`src/rtl/instr_mem_loader.sv`:
```
// Instruction memory with a byte-stream program loader and a registered, 1-cycle fetch port.
// Loader packs little-endian bytes into words written sequentially from word 0.
module instr_mem_loader #(
  parameter int          ADDR_BITS = 5,
  parameter logic [31:0] NOP_WORD  = 32'h0000_0013
) (
  input  logic                 CLK,
  input  logic                 RST,
  input  logic                 LD_START,
  input  logic                 LD_VALID,
  input  logic [7:0]           LD_BYTE,
  input  logic                 LD_LAST,
  output logic                 LD_READY,
  output logic                 LD_DONE,
  output logic                 LD_ERR,
  output logic [ADDR_BITS:0]   LD_WORDS,
  input  logic                 FETCH_EN,
  input  logic [31:0]          PC,
  output logic [31:0]          INSTRUCTION,
  output logic                 MISALIGNED,
  output logic                 OUT_OF_RANGE
);
  localparam int DEPTH = 1 << ADDR_BITS;

  typedef enum logic [1:0] {IDLE, LOAD, DONE} state_t;

  state_t               state_q, state_d;
  logic [ADDR_BITS:0]   words_q, words_d;
  logic [1:0]           idx_q, idx_d;
  logic [31:0]          word_q, word_d;
  logic                 err_q, err_d;
  logic [31:0]          instr_q, instr_d;
  logic                 mis_q, mis_d;
  logic                 oor_q, oor_d;

  logic [31:0]          mem [DEPTH];
  logic                 we;
  logic [31:0]          merged;
  logic                 accept;
  logic                 complete;
  logic                 mis_c;
  logic                 oor_c;
  logic [31:0]          rdata;

  always_comb begin
    state_d  = state_q;
    words_d  = words_q;
    idx_d    = idx_q;
    word_d   = word_q;
    err_d    = err_q;
    instr_d  = instr_q;
    mis_d    = mis_q;
    oor_d    = oor_q;
    we       = 1'b0;

    // A fresh word starts from zero so a short final word has zero-filled upper lanes.
    merged = (idx_q == 2'd0) ? 32'h0 : word_q;
    case (idx_q)
      2'd0:    merged[7:0]   = LD_BYTE;
      2'd1:    merged[15:8]  = LD_BYTE;
      2'd2:    merged[23:16] = LD_BYTE;
      default: merged[31:24] = LD_BYTE;
    endcase
    accept   = (state_q == LOAD) && LD_VALID;
    complete = accept && ((idx_q == 2'd3) || LD_LAST);

    case (state_q)
      IDLE, DONE: begin
        if (LD_START) begin
          state_d = LOAD;
          words_d = '0;
          idx_d   = 2'd0;
          err_d   = 1'b0;
        end
      end
      LOAD: begin
        if (accept) begin
          word_d = merged;
          idx_d  = idx_q + 2'd1;
          if (complete) begin
            // words_q doubles as the write pointer; its MSB set means memory is full.
            if (words_q[ADDR_BITS]) begin
              err_d = 1'b1;
            end else begin
              we      = 1'b1;
              words_d = words_q + 1'b1;
            end
          end
          if (LD_LAST) begin
            state_d = DONE;
            idx_d   = 2'd0;
          end
        end
      end
      default: state_d = IDLE;
    endcase

    mis_c = (PC[1:0] != 2'b00);
    oor_c = |PC[31:ADDR_BITS+2];
    rdata = mem[PC[ADDR_BITS+1:2]];
    if (FETCH_EN) begin
      mis_d   = mis_c;
      oor_d   = oor_c;
      instr_d = ((state_q == LOAD) || mis_c || oor_c) ? NOP_WORD : rdata;
    end
  end

  always_ff @(posedge CLK) begin
    if (RST) begin
      state_q <= IDLE;
      words_q <= '0;
      idx_q   <= 2'd0;
      err_q   <= 1'b0;
      instr_q <= NOP_WORD;
      mis_q   <= 1'b0;
      oor_q   <= 1'b0;
    end else begin
      state_q <= state_d;
      words_q <= words_d;
      idx_q   <= idx_d;
      err_q   <= err_d;
      instr_q <= instr_d;
      mis_q   <= mis_d;
      oor_q   <= oor_d;
    end
  end

  // Partial-word buffer and memory contents survive reset.
  always_ff @(posedge CLK) begin
    word_q <= word_d;
    if (we) mem[words_q[ADDR_BITS-1:0]] <= merged;
  end

  assign LD_READY     = (state_q == LOAD);
  assign LD_DONE      = (state_q == DONE);
  assign LD_ERR       = err_q;
  assign LD_WORDS     = words_q;
  assign INSTRUCTION  = instr_q;
  assign MISALIGNED   = mis_q;
  assign OUT_OF_RANGE = oor_q;
endmodule

```
`config.mk`:
```
export PLATFORM = sky130hd
export DESIGN_NAME = instr_mem_loader
export DESIGN_NICKNAME = d
export VERILOG_FILES = /design/src/rtl/instr_mem_loader.sv
export SDC_FILE = /design/constraint.sdc
export NUM_CORES = 1
export LEC_CHECK = 0
export CORE_MARGIN = 5
export CORE_UTILIZATION = 63
export CTS_CLUSTER_DIAMETER = 80
export DETAILED_ROUTE_END_ITERATION = 8
export DONT_BUFFER_PORTS = 1
export PLACE_DENSITY = 0.79
export RECOVER_POWER = 100
export SKIP_LAST_GASP = 1
export SYNTH_ARGS = -nofsm -noshare
export SYNTH_HDL_FRONTEND = slang
export SYNTH_SLANG_ARGS = --single-unit
```
`constraint.sdc`:
```
create_clock -name CLK -period 4.3 [get_ports CLK]
set_input_delay 1.075 -clock CLK [delete_from_list [all_inputs] [get_ports CLK]]
set_output_delay 1.075 -clock CLK [all_outputs]
set_load 0.01 [all_outputs]
```
==> impl_results.rst <==
.. list-table::
   :header-rows: 1

   * - Metric
     - Value
   * - Run status
     - finished, violations left
   * - Violations in the final reports
     - capacitance limit, slew limit
   * - Setup crit start
     - idx_q[0]
   * - Dominant register cell in the synthesized netlist
     - edfxtp_1
   * - Die outline width
     - 267.9 um
   * - Routability congestion estimate
     - 0.8553
   * - Arrival time at the worst endpoint
     - a little under 4 ns
   * - CTS Root Cell
     - clkbuf_16
   * - Number of global-route vias before repair
     - 20750
   * - Type of destination of the critical path
     - flop
   * - Worst hold path startpoint
     - RST
   * - Worst clock skew on the final layout
     - 0.02683 ns
   * - Max-cap viol count
     - 16
   * - Total DRC errors in the routed layout
     - 0
   * - Peak fanout along the critical path
     - 27
   * - Antenna viol nets, final
     - 0
   * - Core Footprint
     - 65860 um2
   * - Setup TNS
     - 0 ns
   * - Detailed Routing Iterations Pass 1
     - 5
   * - Number of flops mapped to enable cells by yosys
     - 1056
   * - Input/output buffers
     - 0
   * - Type of the worst min-delay path
     - in2reg
   * - Number of diodes added for antenna fixing
     - 0
   * - Height of the die
     - roughly 270 um
   * - Number of H-tree levels
     - 3
   * - Fraction of layout instances using a drive strength above 1
     - around a quarter
   * - Worst path most repeated cell
     - nor2_1
   * - Num ports
     - 89
   * - Std-Cell Rows
     - 94
   * - Resized cells post-CTS
     - 0
   * - Area of the die
     - between 70000 and 80000 um2
   * - Post-route clock period utilization
     - 82.93%
   * - Final-report setup violation count
     - 0
   * - Detailed router's first-iteration violation count
     - 3574
   * - Static power due to leakage
     - 14.59 nW
   * - Fill cell count
     - 3714
   * - Data required, critical path
     - approximately 4.6 ns
   * - Relative slew slack
     - -29.07%
   * - Inserted Clock Buffers
     - 105
   * - Number of max-slew violations in the final report
     - between 500 and 600
   * - Buf+Inv Stages, Crit Path
     - 2
   * - Routed WL
     - slightly below 100 mm
   * - Worst reg2reg path startpoint
     - idx_q[0]
   * - Vias per cell
     - 7.036
   * - Slowest cell on crit path
     - clkbuf_2
   * - Half-perimeter wire length of the detailed placement result
     - 53.15 mm
   * - Setup fix buffers added after clock tree synthesis
     - 0
   * - TritonCTS clock tree
     - done
   * - Final hold vios
     - 0
   * - All-Layer GR Usage
     - 27.93%
   * - Antenna violations before repair
     - 4
   * - Layout overhead on the synthesized area
     - 10.60%
   * - TritonCTS sink count
     - 1101
   * - Worst supply voltage drop on vdd
     - 397.9 uV
   * - Critical Path Max Stage Delay
     - 0.86 ns
   * - P per Cell Area
     - ~460 nW/um2
   * - Avg Synthesized Cell Area
     - 22.14 um2
   * - Wire length of the first global-routing pass
     - 144.5 mm
   * - Hold bufs inserted after CTS
     - 0
   * - Clock transition at path regs
     - around 0.06 ns
   * - Count of distinct cell types in the synthesized netlist
     - 49
   * - Vias
     - 20500
   * - Timing-limited maximum frequency
     - 0.2804 GHz
   * - Cell area after synthesis
     - ~42000 um2
   * - Transition time of the tightest slew-check pin
     - 1.936 ns
   * - Register area share after synthesis
     - between 70% and 80%
   * - Total number of nets in the final design
     - slightly above 2000
   * - Yosys synthesis warning count
     - 0
   * - Fraction of registers with async set/reset
     - 0%
   * - Cell type group with the largest total delay on the critical path
     - buffers and inverters
   * - Worst skew pair latency
     - 0.67 ns
   * - Grt total ovfl
     - 0
   * - Net count of the mapped netlist
     - slightly below 2000
   * - Pin count of the biggest net entering global routing
     - 257
   * - Unrepaired setup endpoints after global routing
     - no
   * - Chain of cells forming the critical path
     - ha_1, nor2_1, nor3_1, nand2_1, clkbuf_1, nor2_1, clkbuf_2
   * - Kind of start point of the critical path
     - flop
   * - Initial Util
     - a little under two thirds
   * - Number of cells produced by synthesis
     - ~1900
   * - Routed wire per std cell
     - 33.75 um
   * - Final critical delay including setup and external delays
     - ~3.6 ns
   * - Final-layout worst hold slack
     - 0.4745 ns
   * - Register bit total from synthesis
     - 1101
   * - Worst-case clock buffer depth
     - 3
   * - Type of the worst setup path
     - reg2reg
## synthesized netlist by cell type, types with 20 or more instances
master | number | area share, %
a22o_1 | 29 | 0.61
a32o_1 | 20 | 0.48
edfxtp_1 | 1056 | 76
buf_2 | 33 | 0.39
dfxtp_1 | 45 | 2.1
mux2i_1 | 38 | 0.91
o22ai_1 | 44 | 0.66
clkbuf_1 | 40 | 0.36
nand2_1 | 36 | 0.32
mux4_2 | 257 | 14
a22oi_1 | 39 | 0.70
nor2_1 | 77 | 0.69
## logic make-up (layout without fill, tap and decap cells)
group	Yosys count	in the layout	share of synthesized area, %
DFF	1101	1101	77.81
muxes	307	307	15.04
AOI/OAI and AO/OA	182	182	3.314
and+or+nand+nor	182	182	2.045
buffers and inverters	108	264	1.445
adders and majority gates	9	9	0.2687
xor gates and xnor gates	4	4	0.08360
## through the flow
stage	instances	setup WS, ns	utilization (%)	instance area [um2]	power, mW
after floorplan	1893	0.6472	-	41910	12.50
after global placement	2719	0.9606	65.59	43200	12.55
after detailed placement	2719	0.8967	65.59	43200	12.57
after CTS	2913	1.285	70.79	46630	21.62
after global routing	2913	0.6055	70.38	46360	22.14
final	2913	0.7342	70.38	46360	21.55
## path summary, 6_finish.rpt
| path | endpoint | slack [ns] | cells after the start |
|---|---|---|---|
| setup / recovery | mem[15][16] | 0.73 | 7 |
| hold / removal | LD_WORDS[1] | 0.47 | 1 |
| setup reg to reg | mem[15][16] | 0.73 | 7 |
| hold reg to reg | INSTRUCTION[24] | 0.50 | 2 |
## layout make-up
type                            instances  area (um2)  share of cell area (%)
Clock buffer                          123        2788                   6.013
Clock inverter                         71       636.9                   1.374
Inverter                                7       26.28                 0.05668
Multi-Input combinational cell        684        8899                   19.20
Sequential cell                      1101       32610                   70.35
Tap cell                              864        1081                   2.332
Timing Repair Buffer                   63       315.3                  0.6802
## worst reg2reg max path, cell delays in order, from the launching register on
cell and delay (ns):
dfxtp_1 0.52, ha_1 0.21, nor2_1 0.07, nor3_1 0.38, nand2_1 0.11, clkbuf_1 0.41
nor2_1 0.60, clkbuf_2 0.86
## layout by cell type (no fill, tap or decap), types with 7 or more instances in the layout
master     count
a211oi_1       8
a21oi_1        9
a22o_1        29
a22oi_1       39
a31o_1         7
a32o_1        20
and3_1         7
buf_4         12
bufinv_16     11
clkbuf_1      35
clkbuf_16    107
clkbuf_2      27
clkinv_1      29
clkinv_2      21
dfxtp_1       45
edfxtp_1    1056
ha_1           9
inv_1          7
mux2_1         8
mux2i_1       38
mux4_2       257
nand2_1       36
nand2b_1      11
nor2_1        50
nor2_4        26
nor2b_1       15
nor3_1         9
o21ai_0        7
o22ai_1       44
## where the power goes
group / total (mW) / switching [mW] / internal [mW]
Clock: 9.19 / 3.90 / 5.28
Sequential: 11.7 / 0.0112 / 11.7
Combinational: 0.641 / 0.358 / 0.283
## layer usage
layer	global-route usage [%]	vias to the layer above	part of all wire, %	routed length, um
met2	43.53	1420	48	47560
li1	-	8150	-	-
met5	0	-	0	0
met4	8.043	0	3.4	3314
met3	5.750	207	11	11220
met1	41.72	10720	37	36220
## sequential cells by signal, indices dropped and copies added, names as in the netlist
register	cells
MISALIGNED	1
INSTRUCTION	32
OUT_OF_RANGE	1
state_q	2
idx_q	2
LD_ERR	1
LD_WORDS	6
word_q	32
mem	1024
Note: power is estimated with default switching activity, not from simulation.
